--- config.mk ---
export PLATFORM = sky130hd
export DESIGN_NAME = rxframe
export DESIGN_NICKNAME = d
export VERILOG_FILES = /design/src/rtl/rxframe_pkg.sv /design/src/rtl/rxframe_parity_calc.sv /design/src/rtl/rxframe.sv
export SDC_FILE = /design/constraint.sdc
export NUM_CORES = 1
export LEC_CHECK = 0
export ABC_AREA = 1
export CORE_UTILIZATION = 57
export CTS_CLUSTER_DIAMETER = 30
export DETAILED_ROUTE_END_ITERATION = 12
export PLACE_DENSITY = 0.83
export SYNTH_ARGS = -nofsm -noshare
export SYNTH_HDL_FRONTEND = slang
export SYNTH_SLANG_ARGS = --single-unit
--- constraint.sdc ---
create_clock -name i_Pclk -period 4.1 [get_ports i_Pclk]
set_input_delay 0.41 -clock i_Pclk [delete_from_list [all_inputs] [get_ports i_Pclk]]
set_output_delay 0.41 -clock i_Pclk [all_outputs]
set_load 0.02 [all_outputs]
--- src/rtl/rxframe_pkg.sv ---
// Shared USRT definitions: parity mode encodings, frame bit positions and
// receiver state encodings used by both ends of the link.
package usrt_defs;

  localparam logic [1:0] PAR_NONE = 2'b00;
  localparam logic [1:0] PAR_ODD  = 2'b01;
  localparam logic [1:0] PAR_EVEN = 2'b10;
  localparam logic [1:0] PAR_RSVD = 2'b11;

  // Bit positions inside a full 11-bit frame (parity slot absent in 10-bit frames).
  localparam int START_POS  = 0;
  localparam int DATA_LSB   = 1;
  localparam int DATA_MSB   = 8;
  localparam int PARITY_POS = 9;
  localparam int STOP_POS   = 10;
  localparam int FRAME_W    = 11;

  localparam logic [1:0] ST_IDLE   = 2'b00;
  localparam logic [1:0] ST_DATA   = 2'b01;
  localparam logic [1:0] ST_PARITY = 2'b10;
  localparam logic [1:0] ST_STOP   = 2'b11;

  typedef logic [1:0] par_mode_t;

  function automatic logic par_enabled(input par_mode_t mode);
    return (mode == PAR_ODD) || (mode == PAR_EVEN);
  endfunction

endpackage

--- src/rtl/rxframe_parity_calc.sv ---
// Expected-parity generator shared by the receiver and the transmit framer.
// None and reserved modes yield 0.
module parity_calc
  import usrt_defs::*;
#(
  parameter int DATA_W = 8
) (
  input  logic [1:0]        i_Mode,
  input  logic [DATA_W-1:0] i_Data,
  output logic              o_Exp_Par
);

  always_comb begin
    o_Exp_Par = 1'b0;
    case (i_Mode)
      PAR_ODD:  o_Exp_Par = ~^i_Data;
      PAR_EVEN: o_Exp_Par = ^i_Data;
      default:  o_Exp_Par = 1'b0;
    endcase
  end

endmodule

--- src/rtl/rxframe.sv ---
// USRT frame receiver: one line bit per clock, LSB-first data, optional
// parity, stop check, and a one-cycle valid strobe with error flags.
module rxframe
  import usrt_defs::*;
#(
  parameter int DATA_W = 8
) (
  input  logic              i_Pclk,
  input  logic              i_Rst_n,
  input  logic              i_Serial,
  input  logic [1:0]        i_Parity,
  output logic [DATA_W-1:0] o_Data,
  output logic              o_Valid,
  output logic              o_Parity_Err,
  output logic              o_Frame_Err,
  output logic              o_Busy,
  output logic [1:0]        o_Dbg_State
);

  localparam int CNT_W = (DATA_W > 1) ? $clog2(DATA_W) : 1;
  localparam logic [CNT_W-1:0] CNT_LAST = CNT_W'(DATA_W - 1);

  logic [1:0]        state_q, state_d;
  logic [CNT_W-1:0]  cnt_q, cnt_d;
  logic [1:0]        mode_q, mode_d;
  logic [DATA_W-1:0] shift_q, shift_d;
  logic              par_bit_q, par_bit_d;
  logic [DATA_W-1:0] data_q, data_d;
  logic              perr_q, perr_d;
  logic              ferr_q, ferr_d;
  logic              valid_q, valid_d;
  logic              exp_par;

  parity_calc #(.DATA_W(DATA_W)) u_parity_calc (
    .i_Mode    (mode_q),
    .i_Data    (shift_q),
    .o_Exp_Par (exp_par)
  );

  always_comb begin
    state_d   = state_q;
    cnt_d     = cnt_q;
    mode_d    = mode_q;
    shift_d   = shift_q;
    par_bit_d = par_bit_q;
    data_d    = data_q;
    perr_d    = perr_q;
    ferr_d    = ferr_q;
    valid_d   = 1'b0;
    case (state_q)
      ST_IDLE: begin
        // Mode is latched here so mid-frame changes on i_Parity are ignored.
        if (!i_Serial) begin
          state_d = ST_DATA;
          mode_d  = i_Parity;
          cnt_d   = '0;
        end
      end
      ST_DATA: begin
        shift_d[cnt_q] = i_Serial;
        cnt_d          = cnt_q + 1'b1;
        if (cnt_q == CNT_LAST) begin
          state_d = par_enabled(mode_q) ? ST_PARITY : ST_STOP;
        end
      end
      ST_PARITY: begin
        par_bit_d = i_Serial;
        state_d   = ST_STOP;
      end
      ST_STOP: begin
        // A bad stop bit still delivers the byte; no stop-bit hunting.
        data_d  = shift_q;
        perr_d  = par_enabled(mode_q) && (par_bit_q != exp_par);
        ferr_d  = ~i_Serial;
        valid_d = 1'b1;
        state_d = ST_IDLE;
      end
      default: state_d = ST_IDLE;
    endcase
  end

  always_ff @(posedge i_Pclk or negedge i_Rst_n) begin
    if (!i_Rst_n) begin
      state_q   <= ST_IDLE;
      cnt_q     <= '0;
      mode_q    <= PAR_NONE;
      shift_q   <= '0;
      par_bit_q <= 1'b0;
      data_q    <= '0;
      perr_q    <= 1'b0;
      ferr_q    <= 1'b0;
      valid_q   <= 1'b0;
    end else begin
      state_q   <= state_d;
      cnt_q     <= cnt_d;
      mode_q    <= mode_d;
      shift_q   <= shift_d;
      par_bit_q <= par_bit_d;
      data_q    <= data_d;
      perr_q    <= perr_d;
      ferr_q    <= ferr_d;
      valid_q   <= valid_d;
    end
  end

  assign o_Data       = data_q;
  assign o_Valid      = valid_q;
  assign o_Parity_Err = perr_q;
  assign o_Frame_Err  = ferr_q;
  assign o_Busy       = (state_q != ST_IDLE);
  assign o_Dbg_State  = state_q;

endmodule

-- Word-level counts from Yosys, hierarchy flattened
Index checks and enable logic that the tools add are counted.
- memories: 0
- latch bits: 0
- RAM bits: 0
- memory bits (read-only): 0
- word-level logic and storage cells: 44
- register bits: 27
- output and inout port bits: 14
- input bits: 5
- add/subtract/negate cells: 1
- reduce and logical (&&, ||, !) cells: 11
- muxes and demuxes: 11
- order comparisons: 2
- divide/modulo/power cells: 0
- equal/unequal tests: 9
- bitwise gates (word level): 1
- $mul: 0
- shift operators: 0
- operators by type and width (operator ; count):
    $bwmux W8 ; 1
    $pmux W2 S4 ; 1
    $reduce_xnor A8 Y1 ; 1
    $reduce_xor A8 Y1 ; 1
    $eq A2 B2 Y1 const B ; 3
    $pmux W3 S2 ; 1
    $reduce_and A2 Y1 ; 3
    $eq A2 B1 Y1 const B ; 2
    $lt A3 B4 Y1 const B ; 1
    $mux W2 ; 2
    $ne A2 B2 Y1 const B ; 2
    $reduce_bool A2 Y1 ; 2
    $add A3 B1 Y3 const B ; 1
    $demux W1 S3 ; 1
    $eq A3 B3 Y1 const B ; 1
    $ge A3 B1 Y1 const B ; 1
    $mux W1 ; 3
    $mux W3 ; 1
    $logic_and A1 B1 Y1 ; 2
    $logic_not A2 Y1 ; 1
    $pmux W1 S2 ; 1
    $logic_or A1 B1 Y1 ; 1
    $ne A1 B1 Y1 ; 1
    $not A1 Y1 ; 1

-- Logic depth before layout (Yosys ltp)
Gate-level depths: netlist (run 1).
- depth in word-level cells: 5
- gate-level depth with buffers: 11
- mapped depth without buffers: 11

-- Modules after synthesis
A second synthesis (run 1) with hierarchy kept.
- cell total of the unflattened synthesis: 193
- area, all modules: 1436.4 um2
- by module, submodules not included (module ; times used ; area an instance (um2) ; sequential area each (um2) ; cells each):
    rxframe ; 1 ; 1228.7 ; 675.6 ; 139
    parity_calc ; 1 ; 207.7 ; 0.0 ; 54

-- Worst setup path after synthesis (run 1)
No wires, ideal clock.
- path kind: reg-to-reg
- start: register state_q[1], in the netlist o_Dbg_State[1]
- end: register cnt_q[0]
- setup time: 0.128 ns
- data required time: 3.972 ns
- slack: 2.538 ns
- arrival time: 1.434 ns
- clock period less this slack: 1.562 ns
- stages on the path, launching flop included: 6
- buffers on the path: 0
- cell sequence: dfrtp_1 > inv_1 > ha_1 > inv_1 > o21ai_1 > mux2_1
- longest elaborated chain between the ends: 3
- elaborated cells between the ends (all ways): 6
- classes of those cells: 2 x eq/ne; 1 x mux; 3 x reduce/logical
- ends and longest elaborated chain (item ; RTL line ; RTL):
    from (decl) ; rxframe.sv:23 ; logic [1:0] state_q, state_d;
    from (signal assigned) ; rxframe.sv:94 ; state_q <= state_d;
    $eq A2 B1 Y1 or $logic_not A2 Y1 (tied branches) ; rxframe.sv:50 ; case (state_q)
    $reduce_bool A2 Y1 (no line) or $ne A2 B2 Y1 (tied branches) ; -- ;
    $reduce_and A2 Y1 (no line) ; -- ;
    to (signal assigned) ; rxframe.sv:95 ; cnt_q <= cnt_d;
    to (decl) ; rxframe.sv:24 ; logic [CNT_W-1:0] cnt_q, cnt_d;
Parallel ways exist; a longest one is shown, timed or not.
A chain may end at the register's enable or synchronous reset.

-- Final worst setup path (run 1)
- start: register state_q[0], in the netlist o_Dbg_State[0]
- end: output o_Busy
- longest elaborated chain between the ends: 1
- ends and longest elaborated chain (item ; RTL line ; RTL):
    $reduce_bool A2 Y1 ; rxframe.sv:110 ; assign o_Busy = (state_q != ST_IDLE);
    to (decl) ; rxframe.sv:16 ; output logic o_Busy,
No other way between the ends.

==> impl_metrics.tcl, run 1 <==
set metrics [dict create \
    status "finished clean" \
    grt_antenna_before_repair 0 \
    avg_wl_per_cell_um 12.4 \
    postSynth.asyncResetShare 1.00 \
    synth-compound-area-share 0.126 \
    core_area_um2 2250 \
    critPathKind "register to primary output" \
    drive_above_1_share 0.0729 \
    holdCritPathClass "input pin to asynchronous set/reset pin" \
    critPathCapture "o_Busy" \
    synth_mux_area_frac 0.00814 \
    drc 0 \
    initial_utilization 0.614 \
    grt_setup_unrepaired "no" \
    path_max_fanout 5 \
    portBuffers 18 \
    die_span_x_um 51.3 \
    synth_edf_count 0 \
    worst-endpoint-required_ns 3.69 \
    post_synth_xor_area_fraction 0 \
    worst-r2r-setup-slack_ns 2.45 \
    post-cts-setup-buffer-count 0 \
    worst_r2r_startpoint "o_Dbg_State[1]" \
    first_global_vias 1130 \
    ctsHoldBuffers 0 \
    final_core_utilization 0.721 \
    worstRegToRegCells 5 \
    dp.final_hpwl_mm 2.12 \
    top_level_ports 19 \
    yosys_warnings 0 \
    critical_path.reg2reg.endpoint "cnt_q[0]" \
    finalHoldViolations 0 \
    finalSetupTns_ns 0 \
    site_row_count 17 \
    min_period_over_period 0.540 \
    clock.fmax_ghz 0.452 \
    numCtsBuffers 3 \
    die-area_um2 2630 \
    yosys_register_bits 27 \
    drt_wl_total_mm 2.73 \
    worst_pin_slew_ns 0.477 \
    clock-root-buffer "sky130_fd_sc_hd__clkbuf_4" \
    synth.avg_cell_area_um2 8.09 \
    grt_use_total 0.257 \
    postCtsResizedCells 0 \
    setup.worst_path.end_class "primary output" \
    design_power_total_mw 1.36 \
    pwr_density_cell_nw_per_um2 839 \
    worst_ir_drop_vdd_mv 0.511 \
    finClkSkew_ns 0.00583 \
    synthAdderAreaFrac 0.0814 \
    period_needed_ns 2.21 \
    nNetsFinal 207 \
    synthCells 171 \
    synth_top_family_by_area "simple AND/OR/NAND/NOR gates" \
    chipHeight_um 51.3 \
    fillers 171 \
    synth.lib_cells_used.distinct 18 \
    detail_route.first_pass.iterations 4 \
    post_synth_and_or_nand_nor_area_fraction 0.229 \
    syn_area_um2 1380 \
    clock_path_buffers 2 \
    routability_cong 0.802 \
    postSynth.topFlopCell "sky130_fd_sc_hd__dfrtp_1" \
    worst-endpoint-arrival_ns 1.80 \
    routed-via-count 1176 \
    cts.sink_count 27 \
    insertion_delay_of_the_later_clocked_pin_in_the_worst_skew_pair_ns 0.33 \
    synthesis.nets 185 \
    n_antenna_cell 0 \
    startpoint "o_Dbg_State[0]" \
    grt_remaining_overflow 0 \
    max_cap_violations 0 \
    area.growth.synth_to_final_pct 17.5 \
    postRouteAntennaNets 0 \
    grt_pass1_wl_mm 4.93 \
    headroom_to_the_max_slew_limit 0.682 \
    clk_pin_slew_worst_paths_ns 0.14 \
    power_leakage_nw 0.847 \
    slew_viol_final 0 \
    drt_iter0_markers 41 \
    grt_max_degree 28 \
    critPathLaunchType "register" \
    htreeDepth 1 \
    synth.yosys.seq_area_share 0.488 \
    setup_violations 0 \
    tritoncts "built" \
    detail_route.vias_per_cell 5.35 \
]
-- final cells by class --
cell class / instances / area [um2] / area share
timing repair buffer: 19 / 188 / 0.115
sequential: 27 / 676 / 0.416
multi-input combinational: 119 / 614 / 0.378
clock buffer: 4 / 26.3 / 0.0162
tap: 28 / 35.0 / 0.0216
inverter: 23 / 86.3 / 0.0531
-- where the power goes --
group / switching [mW] / total (mW) / internal, mW
registers: 0.0947 / 0.479 / 0.384
logic: 0.463 / 0.769 / 0.306
clock network: 0.0780 / 0.116 / 0.0382
-- state kept, by name, summed over array words and instances, names as in the netlist --
| register | count |
|---|---|
| o_Frame_Err | 1 |
| mode_q | 2 |
| o_Dbg_State | 2 |
| o_Valid | 1 |
| o_Parity_Err | 1 |
| o_Data | 8 |
| cnt_q | 3 |
| shift_q | 8 |
| par_bit_q | 1 |
-- per-stage QoR --
step                      area, um2  hold slack (ns)  setup slack (ns)  cells
after floorplan                1380            0.114              2.54    171
after global placement         1600            0.465              2.30    216
after detailed placement       1600            0.472              2.28    216
after CTS                      1630            0.441              1.87    220
after global routing           1630            0.462              1.81    220
final                          1630            0.431              1.89    220
-- synthesized netlist by cell type, drive strengths merged, types with 2 or more instances --
library cell	count	area, um2
a21oi	10	50.1
a31oi	6	37.5
clkbuf	2	7.51
dfrtp	27	676
ha	9	113
inv	23	86.3
nand2	55	216
nand3	8	40.0
nor2	12	55.1
o21ai	16	80.1
-- kinds of logic after synthesis --
family / after synthesis
compound gates: 33
buf+inv: 25
fa+ha+maj: 9
flops: 27
simple gates: 76
mux: 1
-- cells in the final DEF, fill, tap and decap left out --
master and count:
sky130_fd_sc_hd__mux2_1 1, sky130_fd_sc_hd__nand2_1 51, sky130_fd_sc_hd__buf_4 1, sky130_fd_sc_hd__o22ai_1 1, sky130_fd_sc_hd__clkbuf_1 1, sky130_fd_sc_hd__clkbuf_4 3, sky130_fd_sc_hd__nand3_1 8, sky130_fd_sc_hd__dfrtp_1 27
sky130_fd_sc_hd__o21ai_1 2, sky130_fd_sc_hd__nor2_4 1, sky130_fd_sc_hd__a21oi_1 10, sky130_fd_sc_hd__o21ai_0 14, sky130_fd_sc_hd__inv_2 4, sky130_fd_sc_hd__ha_1 9, sky130_fd_sc_hd__nor3_1 1, sky130_fd_sc_hd__nand2_2 4
sky130_fd_sc_hd__clkdlybuf4s50_1 18, sky130_fd_sc_hd__nor2_2 1, sky130_fd_sc_hd__a31oi_1 6, sky130_fd_sc_hd__nor2_1 10, sky130_fd_sc_hd__inv_1 19
-- worst min path at each step --
stage / end / slack (ns)
2_1_floorplan: cnt_q[0] / 0.11
3_3_place_gp: o_Parity_Err / 0.46
3_5_place_dp: o_Parity_Err / 0.47
4_1_cts: o_Data[1] / 0.44
5_1_grt: o_Data[1] / 0.46
6_report: o_Data[1] / 0.43
-- layer usage --
metal / GRT usage / up-vias / wire length [um]
met3: 0.0357 / 6 / 82
met1: 0.302 / 552 / 1180
met4: 0.113 / 0 / 58
met2: 0.463 / 26 / 1420
met5: 0 / - / 0
li1: - / 592 / -
-- worst max-delay path: stages (launching register included) --
cell and delay [ns]:
sky130_fd_sc_hd__dfrtp_1 0.44, sky130_fd_sc_hd__inv_1 0.11, sky130_fd_sc_hd__ha_1 0.26, sky130_fd_sc_hd__inv_1 0.07, sky130_fd_sc_hd__clkdlybuf4s50_1 0.59
Power figures use the tool's default switching activity.
==> run 2, diff against run 1 <==
--- a/config.mk
+++ b/config.mk
@@ -6,10 +6,10 @@
 export NUM_CORES = 1
 export LEC_CHECK = 0
 export ABC_AREA = 1
-export CORE_UTILIZATION = 57
+export CORE_UTILIZATION = 53
 export CTS_CLUSTER_DIAMETER = 30
 export DETAILED_ROUTE_END_ITERATION = 12
-export PLACE_DENSITY = 0.83
+export PLACE_DENSITY = 0.78
 export SYNTH_ARGS = -nofsm -noshare
 export SYNTH_HDL_FRONTEND = slang
 export SYNTH_SLANG_ARGS = --single-unit
==> constraint.sdc (replaced) <==
create_clock -name i_Pclk -period 2.1 [get_ports i_Pclk]
set_input_delay 0.21 -clock i_Pclk [delete_from_list [all_inputs] [get_ports i_Pclk]]
set_output_delay 0.21 -clock i_Pclk [all_outputs]
set_load 0.02 [all_outputs]
==> run 2 against run 1 <==
Design area grew 0.15%. Clock skew decreased by 0.00091 ns. Register-to-register slack lost 2.0 ns. Sequential power grew 94%. Clock power is 90% higher. Critical path depth stayed put. First-iteration DRC count fell by 32%. Via count down 0.60%. Worst setup slack got worse by 1.8 ns. Total power increased by 93%. Routed wire length shrank 4.2%. Cell count up 0.91%. Critical path type unchanged. Largest cell class unchanged.
==> impl_metrics.tcl, run 2 (synthesized netlist as in run 1, its figures left out) <==
set metrics [dict create \
    routed-via-count 1169 \
    path_max_fanout 5 \
    holdCritPathClass "input pin to asynchronous set/reset pin" \
    finalHoldViolations 0 \
    insertion_delay_of_the_later_clocked_pin_in_the_worst_skew_pair_ns 0.32 \
    grt_remaining_overflow 0 \
    nNetsFinal 207 \
    portBuffers 18 \
    setup.worst_path.end_class "primary output" \
    final_common_cell "sky130_fd_sc_hd__nand2_1" \
    chipHeight_um 53.1 \
    drc 0 \
    post-cts-setup-buffer-count 0 \
    grt_pass1_wl_mm 4.49 \
    clock_path_buffers 2 \
    grt_max_degree 28 \
    grt_setup_unrepaired "no" \
    grt_use_total 0.224 \
    headroom_to_the_max_slew_limit 0.677 \
    postCtsResizedCells 0 \
    layout.cells.most_common_list "sky130_fd_sc_hd__nand2_1, sky130_fd_sc_hd__dfrtp_1, sky130_fd_sc_hd__inv_1" \
    ctsHoldBuffers 0 \
    area.growth.synth_to_final_pct 17.6 \
    detail_route.first_pass.iterations 6 \
    initial_utilization 0.559 \
    slew_viol_final 0 \
    max_cap_violations 0 \
    finalWorstSetupSlack_ns 0.0895 \
    critPathLaunchType "register" \
    drt_wl_total_mm 2.62 \
    design_power_total_mw 2.63 \
    clk_pin_slew_worst_paths_ns 0.14 \
    setup_violations 0 \
    cts.sink_count 27 \
    drt_iter0_markers 28 \
    status "finished clean" \
    tritoncts "built" \
    first_global_vias 1084 \
    numCtsBuffers 3 \
    worst_ir_drop_vdd_mv 1.08 \
    fin_area_um2 1630 \
    min_period_over_period 0.957 \
    top_level_ports 19 \
    die_span_x_um 53.1 \
    clock-root-buffer "sky130_fd_sc_hd__clkbuf_4" \
    htreeDepth 1 \
    pwr_density_cell_nw_per_um2 1620 \
    critPathKind "register to primary output" \
    place_ws_ns 0.453 \
    dp.final_hpwl_mm 2.06 \
    detail_route.vias_per_cell 5.27 \
    die-area_um2 2820 \
    period_needed_ns 2.01 \
    avg_wl_per_cell_um 11.8 \
    grt_antenna_before_repair 0 \
    power_leakage_nw 0.847 \
    clock.fmax_ghz 0.497 \
    core_area_um2 2480 \
    routability_cong 0.797 \
    n_antenna_cell 0 \
    dpl_cell_area_um2 1600 \
    final_core_utilization 0.657 \
    postRouteAntennaNets 0 \
    drive_above_1_share 0.0729 \
    site_row_count 18 \
    worst-endpoint-required_ns 1.89 \
    worst_pin_slew_ns 0.483 \
    finalSetupTns_ns 0 \
    finClkSkew_ns 0.00491 \
    worst-endpoint-arrival_ns 1.80 \
]
==> run 2: power breakdown <==
group	internal [mW]	switching [mW]	total, mW	leakage [nW]
logic	0.595	0.887	1.48	0.528
registers	0.750	0.179	0.929	0.304
clock network	0.0742	0.146	0.220	0.0150
total	1.42	1.21	2.63	0.847
==> run 2: through the flow <==
step	hold slack, ns	cells
6_report	0.239	222
5_1_grt	0.271	222
4_1_cts	0.249	222
3_5_place_dp	0.474	218
3_3_place_gp	0.464	218
2_1_floorplan	-0.0856	171
==> run 2: final timing paths <==
kind | start | end | slack [ns] | depth (start not counted)
min in group i_Pclk | i_Parity[0] | mode_q[0] | 0.47 | 3
hold / removal | i_Rst_n | o_Data[4] | 0.24 | 2
setup / recovery | o_Dbg_State[0] | o_Busy | 0.09 | 4
max in group asynchronous | i_Rst_n | o_Dbg_State[1] | 1.60 | 2
setup reg to reg | o_Dbg_State[1] | cnt_q[0] | 0.46 | 5
hold reg to reg | o_Frame_Err | o_Frame_Err | 0.50 | 2
==> run 2: metal layers <==
metal	vias to the layer above	global-route usage	share of wire
met4	0	0.140	0.025
met5	-	0	0
met1	546	0.248	0.43
met3	6	0.0259	0.036
met2	27	0.403	0.51
li1	590	-	-
==> run 2: layout make-up <==
class,count,area [um2]
Multi-Input combinational cell,119,614
Timing Repair Buffer,19,188
Clock buffer,4,26.3
Fill cell,220,850
Tap cell,30,37.5
Sequential cell,27,676
Inverter,23,86.3
==> run 2: critical path: stages (launching register included) <==
cell and delay, ns:
sky130_fd_sc_hd__dfrtp_1 0.45, sky130_fd_sc_hd__inv_1 0.11, sky130_fd_sc_hd__ha_1 0.27, sky130_fd_sc_hd__inv_1 0.07, sky130_fd_sc_hd__clkdlybuf4s50_1 0.59
==> run 3, diff against run 2 <==
--- a/config.mk
+++ b/config.mk
@@ -6,10 +6,13 @@
 export NUM_CORES = 1
 export LEC_CHECK = 0
 export ABC_AREA = 1
+export CORE_ASPECT_RATIO = 1.5
 export CORE_UTILIZATION = 53
 export CTS_CLUSTER_DIAMETER = 30
 export DETAILED_ROUTE_END_ITERATION = 12
+export GPL_TIMING_DRIVEN = 0
 export PLACE_DENSITY = 0.78
+export RECOVER_POWER = 25
 export SYNTH_ARGS = -nofsm -noshare
 export SYNTH_HDL_FRONTEND = slang
 export SYNTH_SLANG_ARGS = --single-unit
==> run 3 against run 2 <==
Critical endpoint unchanged. Register-to-register slack lost 0.02 ns. Sequential power shrank 0.9%. Cell count shrank 1.8%. Worst setup slack gained 0.052 ns. Non-clock buffer count grew 2. The run now ends with design-rule violations left. Hold slack gained 0.22 ns. Combinational power is essentially flat. Clock skew grew 0.0056 ns.
==> impl_metrics.tcl, run 3 (synthesized netlist as in run 1, its figures left out) <==
set metrics [dict create \
    status "complete, but fails checks" \
    violations "design-rule violations" \
    clock_path_buffers 2 \
    chipHeight_um 64.6 \
    grt_pass1_wl_mm 4.24 \
    ctsHoldBuffers 0 \
    critPathKind "register to primary output" \
    grt_use_total 0.198 \
    timing.critical_path.mode_cell "sky130_fd_sc_hd__inv_1" \
    setup.worst_path.end_class "primary output" \
    critPathLaunchType "register" \
    postCtsResizedCells 0 \
    setup_violations 0 \
    grt_max_degree 28 \
    worst-endpoint-arrival_ns 1.75 \
    portBuffers 18 \
    top_level_ports 19 \
    finalSetupTns_ns 0 \
    place_ws_ns 0.441 \
    min_period_over_period 0.933 \
    finalWorstSetupSlack_ns 0.141 \
    site_row_count 22 \
    drt_iter0_markers 53 \
    period_needed_ns 1.96 \
    die_span_x_um 43.7 \
    die-area_um2 2820 \
    grt_remaining_overflow 0 \
    htreeDepth 1 \
    dp.final_hpwl_mm 1.99 \
    slew_viol_final 0 \
    pwr_density_cell_nw_per_um2 1630 \
    drt_wl_total_mm 2.54 \
    initial_utilization 0.565 \
    core_area_um2 2450 \
    n_antenna_cell 0 \
    postRouteAntennaNets 0 \
    drc 5 \
    first_global_vias 1048 \
    detail_route.vias_per_cell 5.33 \
    cpPeakStageDelay_ns 0.59 \
    drive_above_1_share 0.0722 \
    path_max_fanout 5 \
    final_common_cell "sky130_fd_sc_hd__nand2_1" \
    worst_pin_slew_ns 1.19 \
    layout.cells.most_common_list "sky130_fd_sc_hd__nand2_1, sky130_fd_sc_hd__dfrtp_1, sky130_fd_sc_hd__inv_1" \
    cell_chain_of_the_critical_path "inv_1 > ha_1 > inv_1 > clkdlybuf4s50_1" \
    worst_ir_drop_vdd_mv 0.889 \
    worst-endpoint-required_ns 1.89 \
    post-cts-setup-buffer-count 0 \
    routed-via-count 1163 \
    detail_route.first_pass.iterations 8 \
    numCtsBuffers 3 \
    max_cap_violations 0 \
    holdCritPathClass "input pin to register" \
    grt_antenna_before_repair 0 \
    clk_pin_slew_worst_paths_ns 0.14 \
    power_leakage_nw 0.852 \
    clock-root-buffer "sky130_fd_sc_hd__clkbuf_4" \
    critical_path.slowest_cell "sky130_fd_sc_hd__clkdlybuf4s50_1" \
    hold-worst-slack_ns 0.456 \
    avg_wl_per_cell_um 11.7 \
    holdPathStages 3 \
    finClkSkew_ns 0.0105 \
    tritoncts "built" \
    grt_setup_unrepaired "no" \
    nNetsFinal 209 \
    routability_cong 0.711 \
    area.growth.synth_to_final_pct 17.5 \
    worstRegToRegCells 5 \
    cts.sink_count 27 \
    insertion_delay_of_the_later_clocked_pin_in_the_worst_skew_pair_ns 0.33 \
    finalHoldViolations 0 \
    headroom_to_the_max_slew_limit 0.202 \
    clock.fmax_ghz 0.511 \
]
## run 3: changes by cell type in the layout (fill, tap and decap cells not counted)
cell                              delta
sky130_fd_sc_hd__nand2_1             +1
sky130_fd_sc_hd__clkbuf_1            +1
sky130_fd_sc_hd__dlygate4sd3_1       +1
sky130_fd_sc_hd__clkdlybuf4s50_1     -1
sky130_fd_sc_hd__clkinv_2            +1
sky130_fd_sc_hd__nand2_2             -1
## run 3: stage by stage
step,instances,power [mW],area (um2),util
2_1_floorplan,171,1.93,1380,-
3_3_place_gp,213,2.34,1590,0.651
3_5_place_dp,213,2.42,1590,0.651
4_1_cts,217,2.65,1620,0.662
5_1_grt,218,2.90,1630,0.664
6_report,218,2.64,1630,0.664
## run 3: per-layer routing
metal  part of all wire  GRT usage
met1               0.41      0.223
met2               0.54      0.369
met3              0.028     0.0167
met4              0.014     0.0742
met5                  0          0
## run 3: final timing paths
kind,to,start,slack (ns)
worst max-delay path,o_Busy,o_Dbg_State[1],0.14
worst max register to register,cnt_q[0],o_Dbg_State[1],0.44
min in group asynchronous,o_Data[3],i_Rst_n,0.56
worst min register to register,o_Data[3],o_Data[3],0.50
max in group asynchronous,o_Dbg_State[1],i_Rst_n,0.83
worst min-delay path,mode_q[0],i_Parity[0],0.46
## run 3: worst max-delay path: cells and delay by family, from the launching register on
kind / cells / cell delay [ns]
buf+inv: 3 / 0.77
fa+ha+maj: 1 / 0.23
flops: 1 / 0.43
## run 3: power by group
group          internal, mW  leakage (nW)  switching [mW]
Clock                0.0715        0.0177           0.155
Sequential            0.750         0.304           0.171
Combinational         0.610         0.530           0.887
## run 3: final cells by class
class,count,area (um2)
multi-input cells,119,612
clock inverters,1,5.00
plain buffers,2,7.51
clock buffers,3,22.5
fillers,209,823
repair buffers,19,188
flip-flops and latches,27,676
inverters,23,86.3
well taps,24,30.0
